===== src/rtl/io_bus_responder.sv =====
// io_bus_responder
// Memory-side responder for the CPU's single-port bus. An address at or above
// IO_MEM selects the I/O register file (LED, synchronized switches and an
// optional prescaled timer). Anything below IO_MEM goes to block RAM. I/O read
// data is registered so that the CPU sees the same one-cycle read latency as
// the RAM's registered output.
//
// Build option: define IO_TIMER_EN to implement the prescaler, TCNT, TCMP and
// STAT. When it is undefined, offsets 2..4 read 0 and ignore writes, irq is 0,
// and no timer flops exist.
//
// Register map (offset = adr - IO_MEM):
//   0 LED  RW  bits [7:0]
//   1 SW   RO  2-flop synchronized sw, zero-extended
//   2 TCNT RW  16-bit tick counter
//   3 TCMP RW  compare value
//   4 STAT     bit0 match flag (write 1 to clear), bit1 irq enable (RW)
//   5+         read 0, writes ignored
module io_bus_responder #(
    parameter int unsigned WIDTH    = 16,
    parameter logic [15:0] IO_MEM   = 16'hCFFD,
    parameter int unsigned PRESCALE = 50000
) (
    input  logic             clk,
    input  logic             reset,
    input  logic [15:0]      adr,
    input  logic [WIDTH-1:0] memOut,
    input  logic             memwrite_a,
    input  logic [WIDTH-1:0] ram_q,
    output logic             ram_we,
    output logic [WIDTH-1:0] memdata,
    input  logic [7:0]       sw,
    output logic [7:0]       led,
    output logic             irq
);

    typedef enum logic [2:0] {
        REG_LED  = 3'd0,
        REG_SW   = 3'd1,
        REG_TCNT = 3'd2,
        REG_TCMP = 3'd3,
        REG_STAT = 3'd4
    } reg_e;

    // A prescaler of zero cycles per tick is meaningless; stop elaboration.
    if (PRESCALE == 0) begin : g_bad_prescale
        $error("io_bus_responder: PRESCALE must be at least 1");
    end

    // ------------------------------------------------------------------
    // Address decode
    // ------------------------------------------------------------------
    logic        io_hit;
    logic [15:0] off;
    logic        reg_valid;
    reg_e        reg_sel;
    logic        io_we;
    logic [7:0]  wdata8;

    assign io_hit    = (adr >= IO_MEM);
    assign off       = adr - IO_MEM;
    assign reg_valid = io_hit && (off < 16'd5);
    assign reg_sel   = reg_e'(off[2:0]);
    assign io_we     = memwrite_a && io_hit;
    assign wdata8    = 8'(memOut);

    // I/O writes never reach RAM.
    assign ram_we = memwrite_a && !io_hit;

    // Not every write-data bit lands in a register in every build.
    logic unused_wdata;
    assign unused_wdata = ^memOut;

    // ------------------------------------------------------------------
    // LED register
    // ------------------------------------------------------------------
    logic [7:0] led_q, led_d;

    // LED next state: load the low byte on a write to offset 0.
    // NOTE: every always_comb starts by assigning a default to each output it
    // drives, so no path can leave a value unassigned and infer a latch.
    always_comb begin
        led_d = led_q;
        if (io_we && reg_valid && reg_sel == REG_LED) begin
            led_d = wdata8;
        end
    end

    // LED state register.
    // NOTE: reset is asynchronous active-low, so it sits in the sensitivity
    // list and takes effect without waiting for a clock edge.
    always_ff @(posedge clk or negedge reset) begin
        if (!reset) begin
            led_q <= '0;
        end else begin
            // NOTE: sequential state is updated with non-blocking assignments
            // so every flop samples values from before the edge.
            led_q <= led_d;
        end
    end

    assign led = led_q;

    // ------------------------------------------------------------------
    // Switch synchronizer
    // ------------------------------------------------------------------
    logic [7:0] sw_meta_q;
    logic [7:0] sw_sync_q;

    // Two-flop synchronizer for the asynchronous switch inputs.
    always_ff @(posedge clk or negedge reset) begin
        if (!reset) begin
            sw_meta_q <= '0;
            sw_sync_q <= '0;
        end else begin
            sw_meta_q <= sw;
            sw_sync_q <= sw_meta_q;
        end
    end

    // ------------------------------------------------------------------
    // Optional timer
    // ------------------------------------------------------------------
`ifdef IO_TIMER_EN
    localparam int unsigned PW = (PRESCALE > 1) ? $clog2(PRESCALE) : 1;
    localparam logic [PW-1:0] PRESC_MAX = PW'(PRESCALE - 1);

    logic [PW-1:0] presc_q, presc_d;
    logic [15:0]   tcnt_q, tcnt_d;
    logic [15:0]   tcmp_q, tcmp_d;
    logic          flag_q, flag_d;
    logic          en_q, en_d;
    logic          tick;
    logic          wr_tcnt, wr_tcmp, wr_stat;
    logic [15:0]   wdata16;

    assign wdata16 = 16'(memOut);
    assign wr_tcnt = io_we && reg_valid && reg_sel == REG_TCNT;
    assign wr_tcmp = io_we && reg_valid && reg_sel == REG_TCMP;
    assign wr_stat = io_we && reg_valid && reg_sel == REG_STAT;

    // Timer next state. A CPU write to TCNT overrides the tick increment, while
    // the compare always looks at the pre-increment, pre-write count. A match
    // setting the flag beats a simultaneous write-1-to-clear.
    always_comb begin
        tick    = (presc_q == PRESC_MAX);
        presc_d = tick ? '0 : presc_q + 1'b1;
        tcnt_d  = tcnt_q;
        tcmp_d  = tcmp_q;
        flag_d  = flag_q;
        en_d    = en_q;

        if (tick) begin
            tcnt_d = tcnt_q + 16'd1;
        end
        if (wr_tcnt) begin
            tcnt_d = wdata16;
        end
        if (wr_tcmp) begin
            tcmp_d = wdata16;
        end
        if (wr_stat) begin
            en_d = wdata16[1];
            if (wdata16[0]) begin
                flag_d = 1'b0;
            end
        end
        if (tick && tcnt_q == tcmp_q) begin
            flag_d = 1'b1;
        end
    end

    // Timer state registers.
    always_ff @(posedge clk or negedge reset) begin
        if (!reset) begin
            presc_q <= '0;
            tcnt_q  <= '0;
            tcmp_q  <= 16'hFFFF;
            flag_q  <= 1'b0;
            en_q    <= 1'b0;
        end else begin
            presc_q <= presc_d;
            tcnt_q  <= tcnt_d;
            tcmp_q  <= tcmp_d;
            flag_q  <= flag_d;
            en_q    <= en_d;
        end
    end

    assign irq = flag_q && en_q;
`else
    assign irq = 1'b0;
`endif

    // ------------------------------------------------------------------
    // Read path
    // ------------------------------------------------------------------
    logic             io_sel_q;
    logic [WIDTH-1:0] io_rdata_q, io_rdata_d;

    // Decode the register value addressed this cycle (pre-write contents).
    always_comb begin
        io_rdata_d = '0;
        if (reg_valid) begin
            case (reg_sel)
                REG_LED:  io_rdata_d = WIDTH'(led_q);
                REG_SW:   io_rdata_d = WIDTH'(sw_sync_q);
`ifdef IO_TIMER_EN
                REG_TCNT: io_rdata_d = WIDTH'(tcnt_q);
                REG_TCMP: io_rdata_d = WIDTH'(tcmp_q);
                REG_STAT: io_rdata_d = WIDTH'({en_q, flag_q});
`endif
                default:  io_rdata_d = '0;
            endcase
        end
    end

    // Register the I/O selection and data to line up with the RAM's latency.
    always_ff @(posedge clk or negedge reset) begin
        if (!reset) begin
            io_sel_q   <= 1'b0;
            io_rdata_q <= '0;
        end else begin
            io_sel_q   <= io_hit;
            io_rdata_q <= io_rdata_d;
        end
    end

    assign memdata = io_sel_q ? io_rdata_q : ram_q;

endmodule


===== config.mk =====
export PLATFORM = sky130hd
export DESIGN_NAME = io_bus_responder
export DESIGN_NICKNAME = d
export VERILOG_FILES = /design/src/rtl/io_bus_responder.sv
export SDC_FILE = /design/constraint.sdc
export NUM_CORES = 1
export LEC_CHECK = 0
export CAP_MARGIN = 20
export CORE_MARGIN = 3
export CORE_UTILIZATION = 32
export CTS_CLUSTER_DIAMETER = 30
export CTS_CLUSTER_SIZE = 28
export DETAILED_ROUTE_END_ITERATION = 8
export GPL_ROUTABILITY_DRIVEN = 0
export GPL_TIMING_DRIVEN = 0
export MAX_ROUTING_LAYER = met4
export PLACE_DENSITY_LB_ADDON = 0.12
export SLEW_MARGIN = 20
export SYNTH_ARGS = -nofsm -noshare
export SYNTH_HDL_FRONTEND = slang
export SYNTH_SLANG_ARGS = --single-unit

===== constraint.sdc =====
create_clock -name clk -period 1.27 [get_ports clk]
set_input_delay 0.127 -clock clk [delete_from_list [all_inputs] [get_ports clk]]
set_output_delay 0.127 -clock clk [all_outputs]
set_load 0.05 [all_outputs]

# --- Yosys cells after proc, flatten, opt, wreduce, memory -nomap -nowiden ---
# Index checks and enable logic that the tools add are counted.
op_classes:
  addsub: 1
  eq_ne: 1
  n_mux: 3
  reduce_logical: 7
  n_lt_le_gt_ge: 2
ops:
  columns: ["op", "n"]
  rows:
  - ["two-way mux 16 bit", 2]
  - [">= comparator 16 bit, second input constant", 1]
  - ["< comparator 16 x 3 -> 1 bit, second input constant", 1]
  - ["case mux 8 bit (2 select lines)", 1]
  - ["subtractor 16 bit, second input constant", 1]
  - ["logical AND 1 bit", 5]
  - ["== test 3 x 1 -> 1 bit, second input constant", 1]
  - ["zero test 3 bit", 1]
  - ["zero test 1 bit", 1]
totals:
  out_inout_bits: 26
  regBits: 41
  inputBits: 59
  word_cells: 19

# --- Longest topological paths before layout ---
# Gate-level depths: netlist of run 1.
depth:
  ltp_word: 5
  mapped_depth: 5
  mapped_depth_nobuf: 4

# --- Worst setup path after synthesis of run 1 ---
# No wires, ideal clock.
synth_path:
  path_type: "reg2out"
  from: "reg io_sel_q"
  to: "out memdata[10]"
  required_ns: 1.143
  n_path_buf: 2
  t_arrival_ns: 1.403
  path_slack_ns: -0.260
  path_stages_with_launch: 4
  cell_sequence: "dfrtp_1 -> clkbuf_1 -> buf_2 -> nor2b_1"
synth_between:
  elab_chain_cells: 1
synth_lines:
  columns: ["item", "line_no", "text"]
  rows:
  - ["start: declaration", "198", "logic io_sel_q;"]
  - ["start signal: assignment", "224", "io_sel_q <= io_hit;"]
  - ["two-way mux 16 bit", "229", "assign memdata = io_sel_q ? io_rdata_q : ram_q;"]
  - ["end: declaration", "31", "output logic [WIDTH-1:0] memdata,"]
# Every way passes these cells.

# --- Worst setup path after layout of run 1 ---
layout_path:
  from: "reg io_sel_q"
  to: "out memdata[7]"
# Same word-level chain as after synthesis.

==> results.ini, run 1 <==
[outcome]
status=complete, but fails checks
violations=negative setup slack

[floorplanning]
core-area_mm2=0.00380
initial_core_util_pct=34.4
die_y_um=69.9
ios=85
dieArea_mm2=0.00489
die_w_um=69.9
fp-row-count=22

[clocking]
cts_inserted_buffers=5
path_clk_slew_ns=0.06
clk_path_buf_depth=2
root_buffer=clkbuf_8
cts_max_level=2
worstSkewPairLatency_ns=0.27
cts_sinks=33
cts_tree=done

[logic_synthesis]
synth-edff-count=0
ys_warn_count=0
synth_ff_type=dfrtp_1
yosysTopAreaCellShare_pct=63.2
ys_async_sr_fraction_pct=100
yosysTopAreaCell=dfrtp_1
syn_area_mm2=0.00131
synth.most_common_cell=dfrtp_1
syn-num-nets=156
synth_seq_cells=33
synth_cells=97
ys_seq_area_share_pct=63.2
synthTopCellsByArea=dfrtp_1, mux2_2, a22oi_1
synthDistinctLibCells=21
synth_area_per_cell_um2=13.5
synthTopCellsByCount=dfrtp_1, mux2_2, nor2_1

[setup_path]
startpoint_type=flip-flop
ff2ff_path_depth=1
r2r_end=led[0]
regToRegSetupSlack_ns=0.48
crit_type=reg -> out
crit_arrival_ns=1.37
crit_path_end_kind=output port
worstPathMaxFanout=8
required_ns=1.14
r2r-start=led[0]

[pwr]
irDropWorstVdd_mv=0.814
leakage_nw=1.17
power.density_mw_per_mm2=956
totalPowerFinal_mw=2.40

[global_route]
grt_overflow=0
grt_pass1_vias=1178
grt_pass1_wl_um=5610
antenna_found_initial=0
grt_usage_pct=14.9
grt_max_degree=34

[detailed_routing]
ant_nets=0
via_per_inst=4.58
drt_wl_total_um=3340
dr.first_iter.drc_count=16
drt-wirelength-per-cell_um=13.7
drc=0
vias=1114
first_pass_iters=4

[timing]
timing.fmax_ghz=0.668
slew_violations=0
maxSlewHeadroom_pct=54.9
finalCritPeriodShare_pct=118
fin_setup_tns_ns=-2.81
worstMarginPinSlew_ns=0.676
skew_ns=0.00365
hold_viol_final=0
period_needed_ns=1.50
grt_setup_unrepaired=yes
setup_viol_count_final=17
setup_ws_ns=-0.226

[placed_design]
io_buffers=75
dp_hpwl_um=2350

[min_path]
hold_depth=1
min_to=sw_meta_q[4]
min_path_type=in -> reg
holdCritStartpoint=sw[4]

[layout]
layout-drive-gt1-share_pct=51.8
diodes=0
fin_nets=254
nFillCells=278
syn_to_final_growth_pct=91.7

[flow_run]
maxCapViolCount=0

-- cell type report --
cell class	count	area, um2	area share (%)
Multi-Input combinational cell	59	571	22.8
Sequential cell	33	826	33.0
Clock buffer	7	86.3	3.44
Buffer	5	52.6	2.10
Timing Repair Buffer	91	911	36.3
Tap cell	48	60.1	2.40
-- worst max-delay path, cell delays in order, from the launching register on --
cell and delay [ns]:
dfrtp_1 0.39, buf_8 0.14, buf_8 0.12, mux2_4 0.30
buf_8 0.15
-- logic make-up (layout without fill, tap and decap cells) --
logic type / count (synthesis) / after routing / share of synthesized area [%]
AO/OA/AOI/OAI: 9 / 9 / 4.98
buffers and inverters: 5 / 103 / 2.39
flip-flops: 33 / 33 / 63.2
multiplexers: 16 / 16 / 13.8
other: 1 / 1 / 0.287
AND/OR/NAND/NOR: 33 / 33 / 15.4
-- registers in the layout (all words and copies together), names as in the netlist --
register,flops
sw_meta_q,8
led,8
io_sel_q,1
io_rdata_q,8
sw_sync_q,8
-- report_power, final --
group	total [mW]	leakage [nW]	internal, mW	switching, mW
registers	1.09	0.423	1.08	0.00807
logic	0.577	0.706	0.307	0.269
clock network	0.732	0.0443	0.428	0.303
-- stage by stage --
stage	setup WS, ns	cells	instance area [um2]	utilization, %	hold WS, ns
2_1_floorplan	0.00634	97	1330	-	-0.169
3_5_place_dp	-1.15	220	2140	56.3	0.201
6_report	-0.226	243	2510	66.0	0.297
5_1_grt	-0.275	243	2510	66.0	0.287
3_3_place_gp	-1.12	220	2140	56.4	0.336
4_1_cts	-0.225	241	2460	64.7	0.288
-- placed cells by master, fill, tap and decap left out, drive strengths merged, types with 3 or more instances in the layout --
cell / instances
nor2: 11
clkdlybuf4s50: 33
dfrtp: 33
dlygate4sd2: 4
clkdlybuf4s15: 8
a22oi: 8
nor2b: 10
clkbuf: 8
buf: 48
mux2: 16
nand3: 3
-- layer usage --
layer / up-vias / GRT usage [%] / part of all wire [%]
met5: - / - / 0
met4: 0 / 5.74 / 2.2
met3: 9 / 4.32 / 7.1
met2: 53 / 25.4 / 52
met1: 526 / 16.5 / 38
li1: 526 / - / -
-- timing repair --
action                                 in CTS  in global routing
buffers inserted                           13                  3
gates resized for setup                   219                  8
endpoints found under the hold margin      33                  0
pin swaps                                   9                  3
hold buffers                                1                  0
setup endpoints to repair                  42                 18
gates cloned                                1                  0
-- worst max-delay path by stage --
stage / startpoint / end / slack, ns / cells past startpoint
6_report: io_sel_q / memdata[7] / -0.23 / 4
5_1_grt: io_sel_q / memdata[7] / -0.28 / 4
4_1_cts: io_sel_q / memdata[7] / -0.22 / 4
3_5_place_dp: adr[8] / ram_we / -1.15 / 6
3_3_place_gp: adr[1] / ram_we / -1.12 / 6
2_1_floorplan: io_sel_q / memdata[6] / 0.006 / 3
Power figures use the tool's default switching activity.
==> run 2: changes to the inputs <==
Settings changed: CORE_UTILIZATION 32 to 35.
Clock period 1.27 ns to 1.5 ns, I/O delays scaled along.
==> results.ini, run 2 (synthesis gave the netlist of run 1 again) <==
[setup_path]
r2r_end=led[0]
startpoint_type=flip-flop
crit_path_end_kind=output port
path_cells=buf_6 > mux2_4 > buf_8
crit_arrival_ns=1.36
max_stage_delay_ns=0.47
ff2ff_path_depth=1
crit_slowest_cell=dfrtp_2
regToRegSetupSlack_ns=0.72
r2r-start=led[0]
crit_type=reg -> out
worstPathMaxFanout=8
required_ns=1.35

[detailed_routing]
first_pass_iters=4
vias=1053
drc=0
ant_nets=0
drt_wl_total_um=3290
dr.first_iter.drc_count=22
drt-wirelength-per-cell_um=13.9
via_per_inst=4.44

[global_route]
grt_overflow=0
grt_pass1_vias=1076
antenna_found_initial=0
grt_max_degree=34
grt_usage_pct=15.4
grt_pass1_wl_um=4930

[clocking]
worstSkewPairLatency_ns=0.28
cts_max_level=2
clk_path_buf_depth=2
root_buffer=clkbuf_8
cts_tree=done
cts_sinks=33
cts_inserted_buffers=5
path_clk_slew_ns=0.06

[timing]
timing.hold.ws_ns=0.304
setup_ws_ns=-0.0111
skew_ns=0.00175
grt_setup_unrepaired=yes
worstMarginPinSlew_ns=0.687
fin_setup_tns_ns=-0.0192
timing.fmax_ghz=0.662
maxSlewHeadroom_pct=54.2
hold_viol_final=0
slew_violations=0
period_needed_ns=1.51
finalCritPeriodShare_pct=101
setup_viol_count_final=2

[floorplanning]
dieArea_mm2=0.00451
core-area_mm2=0.00347
fp-row-count=21
ios=85
die_y_um=67.1
die_w_um=67.1
initial_core_util_pct=37.7

[layout]
final_cells=237
layout-drive-gt1-share_pct=40.3
fin_nets=249
final_common_cell=clkdlybuf4s50_1
diodes=0
syn_to_final_growth_pct=74.2
final_cell_mix=clkdlybuf4s50_1, dfrtp_1, buf_4

[min_path]
min_path_type=in -> reg
min_to=sw_meta_q[6]
holdCritStartpoint=sw[6]
hold_depth=1

[placed_design]
io_buffers=75
dp_hpwl_um=2360
dp_cells=218

[outcome]
status=complete, but fails checks
violations=negative setup slack

[flow_run]
maxCapViolCount=0

[pwr]
leakage_nw=1.09
power.density_mw_per_mm2=957
irDropWorstVdd_mv=0.709

==> run 2: how the worst max path moves through the flow <==
stage | startpoint | endpoint | slack [ns] | depth (start not counted)
2_1_floorplan | io_sel_q | memdata[10] | -0.05 | 3
3_3_place_gp | adr[1] | ram_we | -0.91 | 6
3_5_place_dp | adr[1] | ram_we | -0.94 | 6
4_1_cts | io_sel_q | memdata[6] | -0.02 | 3
5_1_grt | io_sel_q | memdata[7] | -0.06 | 3
6_report | io_sel_q | memdata[7] | -0.01 | 3
==> run 2: through the flow <==
step	setup WS [ns]	cell area (um2)	power (mW)	util [%]
final	-0.0111	2280	2.18	65.7
after global routing	-0.0571	2280	2.26	65.7
after CTS	-0.0221	2270	2.18	65.3
after detailed placement	-0.940	2110	1.34	60.9
after global placement	-0.908	2120	1.33	61.0
after floorplan	-0.0528	1310	1.12	-
==> run 2: cell type report <==
cell class	count	area (um2)
fill	291	1190
multi-input combinational	59	490
clock buffer	6	82.6
timing repair buffer	87	748
tap	46	57.6
sequential	33	827
buffer	4	33.8
clock inverter	2	37.5
==> run 2: critical path: cells and delay by family, from the launching register on <==
kind     cells  cell delay (ns)
flops        1             0.47
mux          1             0.30
buf+inv      2             0.31
==> run 2: timing repair <==
item / CTS / global route
resized for setup: 125 / 37
gates cloned: 1 / 0
endpoints found under the hold margin: 33 / 0
endpoints found under the setup margin: 31 / 13
hold buffers: 1 / 0
pin swaps: 5 / 5
setup buffers: 9 / 1
==> run 2: power breakdown <==
part	internal (mW)	total [mW]	switching [mW]	leakage, nW
Combinational	0.198	0.406	0.207	0.609
Sequential	0.913	0.923	0.00965	0.422
Clock	0.539	0.850	0.310	0.0574
Total	1.65	2.18	0.527	1.09
==> run 2: per-layer routing <==
metal / part of all wire (%) / wire length (um) / vias to the layer above / track usage (%)
li1: - / - / 516 / -
met1: 39 / 1280 / 482 / 16.7
met2: 50 / 1640 / 47 / 25.4
met3: 9.5 / 314 / 8 / 4.89
met4: 1.7 / 57 / 0 / 7.59
met5: 0 / 0 / - / -
==> run 3: changes to the inputs <==
Settings changed: GPL_ROUTABILITY_DRIVEN 0 to 1, REMOVE_ABC_BUFFERS set to 1.
==> results.ini, run 3 (synthesis gave the netlist of run 1 again) <==
[clocking]
cts_max_level=2
root_buffer=clkbuf_8
clk_path_buf_depth=2
worstSkewPairLatency_ns=0.27
cts_tree=done
cts_inserted_buffers=5
path_clk_slew_ns=0.06
cts_sinks=33

[setup_path]
required_ns=1.35
startpoint_type=primary input
max_stage_delay_ns=0.55
crit_slowest_cell=or4_4
crit_path_end_kind=output port
worstPathMaxFanout=2
path_cells=dlygate4sd2_1 > nand3_2 > or4_4 > a21oi_4 > nor2b_1 > buf_6
crit_arrival_ns=1.34
crit_type=in -> out

[timing]
finalCritPeriodShare_pct=99.2
setup_viol_count_final=0
timing.fmax_ghz=0.672
skew_ns=0.000952
worstMarginPinSlew_ns=0.661
maxSlewHeadroom_pct=55.9
period_needed_ns=1.49
grt_setup_unrepaired=yes
hold_viol_final=0
setup_ws_ns=0.0115
slew_violations=0

[floorplanning]
ios=85
initial_core_util_pct=37.7
die_y_um=67.1
die_w_um=67.1
fp-row-count=21
dieArea_mm2=0.00451
core-area_mm2=0.00347

[detailed_routing]
vias=1043
drt-wirelength-per-cell_um=12.5
first_pass_iters=4
dr.first_iter.drc_count=18
drc=0
via_per_inst=4.46
drt_wl_total_um=2930
ant_nets=0

[layout]
fin_area_mm2=0.00229
final_common_cell=clkdlybuf4s50_1
layout-drive-gt1-share_pct=35.1
diodes=0
fin_nets=246
post-route-util_pct=65.9
final_cell_mix=clkdlybuf4s50_1, dfrtp_1, dlygate4sd2_1
final_cells=234
syn_to_final_growth_pct=74.8

[global_route]
grt_usage_pct=13.7
antenna_found_initial=0
grt_pass1_wl_um=4460
grt_pass1_vias=1059
grt_max_degree=34
grt_overflow=0

[placed_design]
io_buffers=75
dp_hpwl_um=2160
place_area_mm2=0.00208
post-place-ws_ns=-0.929
dp_cells=213
gp_congestion=0.696

[outcome]
status=finished clean

[min_path]
min_path_type=in -> reg

[flow_run]
maxCapViolCount=0

[pwr]
irDropWorstVdd_mv=0.754
power.density_mw_per_mm2=935
leakage_nw=1.08

==> run 3: changes by cell type in the layout (fill, tap and decap cells not counted), moves of 2 or more <==
cell,delta
clkdlybuf4s15_1,-2
mux2_2,+2
clkdlybuf4s15_2,+3
clkbuf_4,-4
dlygate4sd2_1,+9
mux2_4,-2
clkbuf_2,-8
buf_8,-2
==> run 3: layout make-up <==
type	count	area, um2
fillers	281	1180
flip-flops and latches	33	827
repair buffers	88	805
multi-input cells	59	480
clock buffers	7	86.3
well taps	46	57.6
clock inverters	1	30.0
==> run 3: timing repair <==
item                                    CTS  global route
buffers inserted                         12             0
hold buffers                              1             0
pin swaps                                 5             0
endpoints found under the hold margin    33             0
endpoints found under the setup margin   25            21
gates resized for setup                 118            17
==> run 3: per-layer routing <==
layer,up-vias,part of all wire [%],GRT usage [%]
li1,509,-,-
met1,482,37,13.7
met2,46,52,24.7
met3,6,9.3,3.71
met4,0,1.6,6.08
met5,-,0,-
==> run 3: worst max-delay path, delay by kind of cell <==
family / cells / cell delay [ns]
AOI/OAI and AO/OA: 1 / 0.14
and+or+nand+nor: 3 / 0.70
buffers and inverters: 2 / 0.35
==> run 3: final timing paths <==
check / slack (ns) / end / cells past startpoint / from
worst max-delay path: 0.01 / ram_we / 6 / adr[3]
worst min-delay path: 0.32 / sw_meta_q[4] / 1 / sw[4]
worst max register to register: 0.72 / led[3] / 1 / led[3]
worst min register to register: 0.35 / sw_sync_q[3] / 0 / sw_meta_q[3]
max in group asynchronous: 0.58 / io_sel_q / 2 / reset
min in group asynchronous: 0.45 / sw_meta_q[5] / 2 / reset
==> run 3: through the flow <==
stage	total power, mW	hold WS [ns]	setup TNS, ns
after floorplan	1.11	-0.146	0
after global placement	1.32	0.335	-15.79
after detailed placement	1.32	0.220	-8.32
after CTS	2.15	0.309	0
after global routing	2.23	0.297	-0.0774
final	2.14	0.317	0
==> run 3: report_power, final <==
| part | total, mW | switching [mW] | internal, mW |
|---|---|---|---|
| logic | 0.402 | 0.204 | 0.199 |
| registers | 0.921 | 0.00732 | 0.914 |
| clock network | 0.815 | 0.274 | 0.541 |
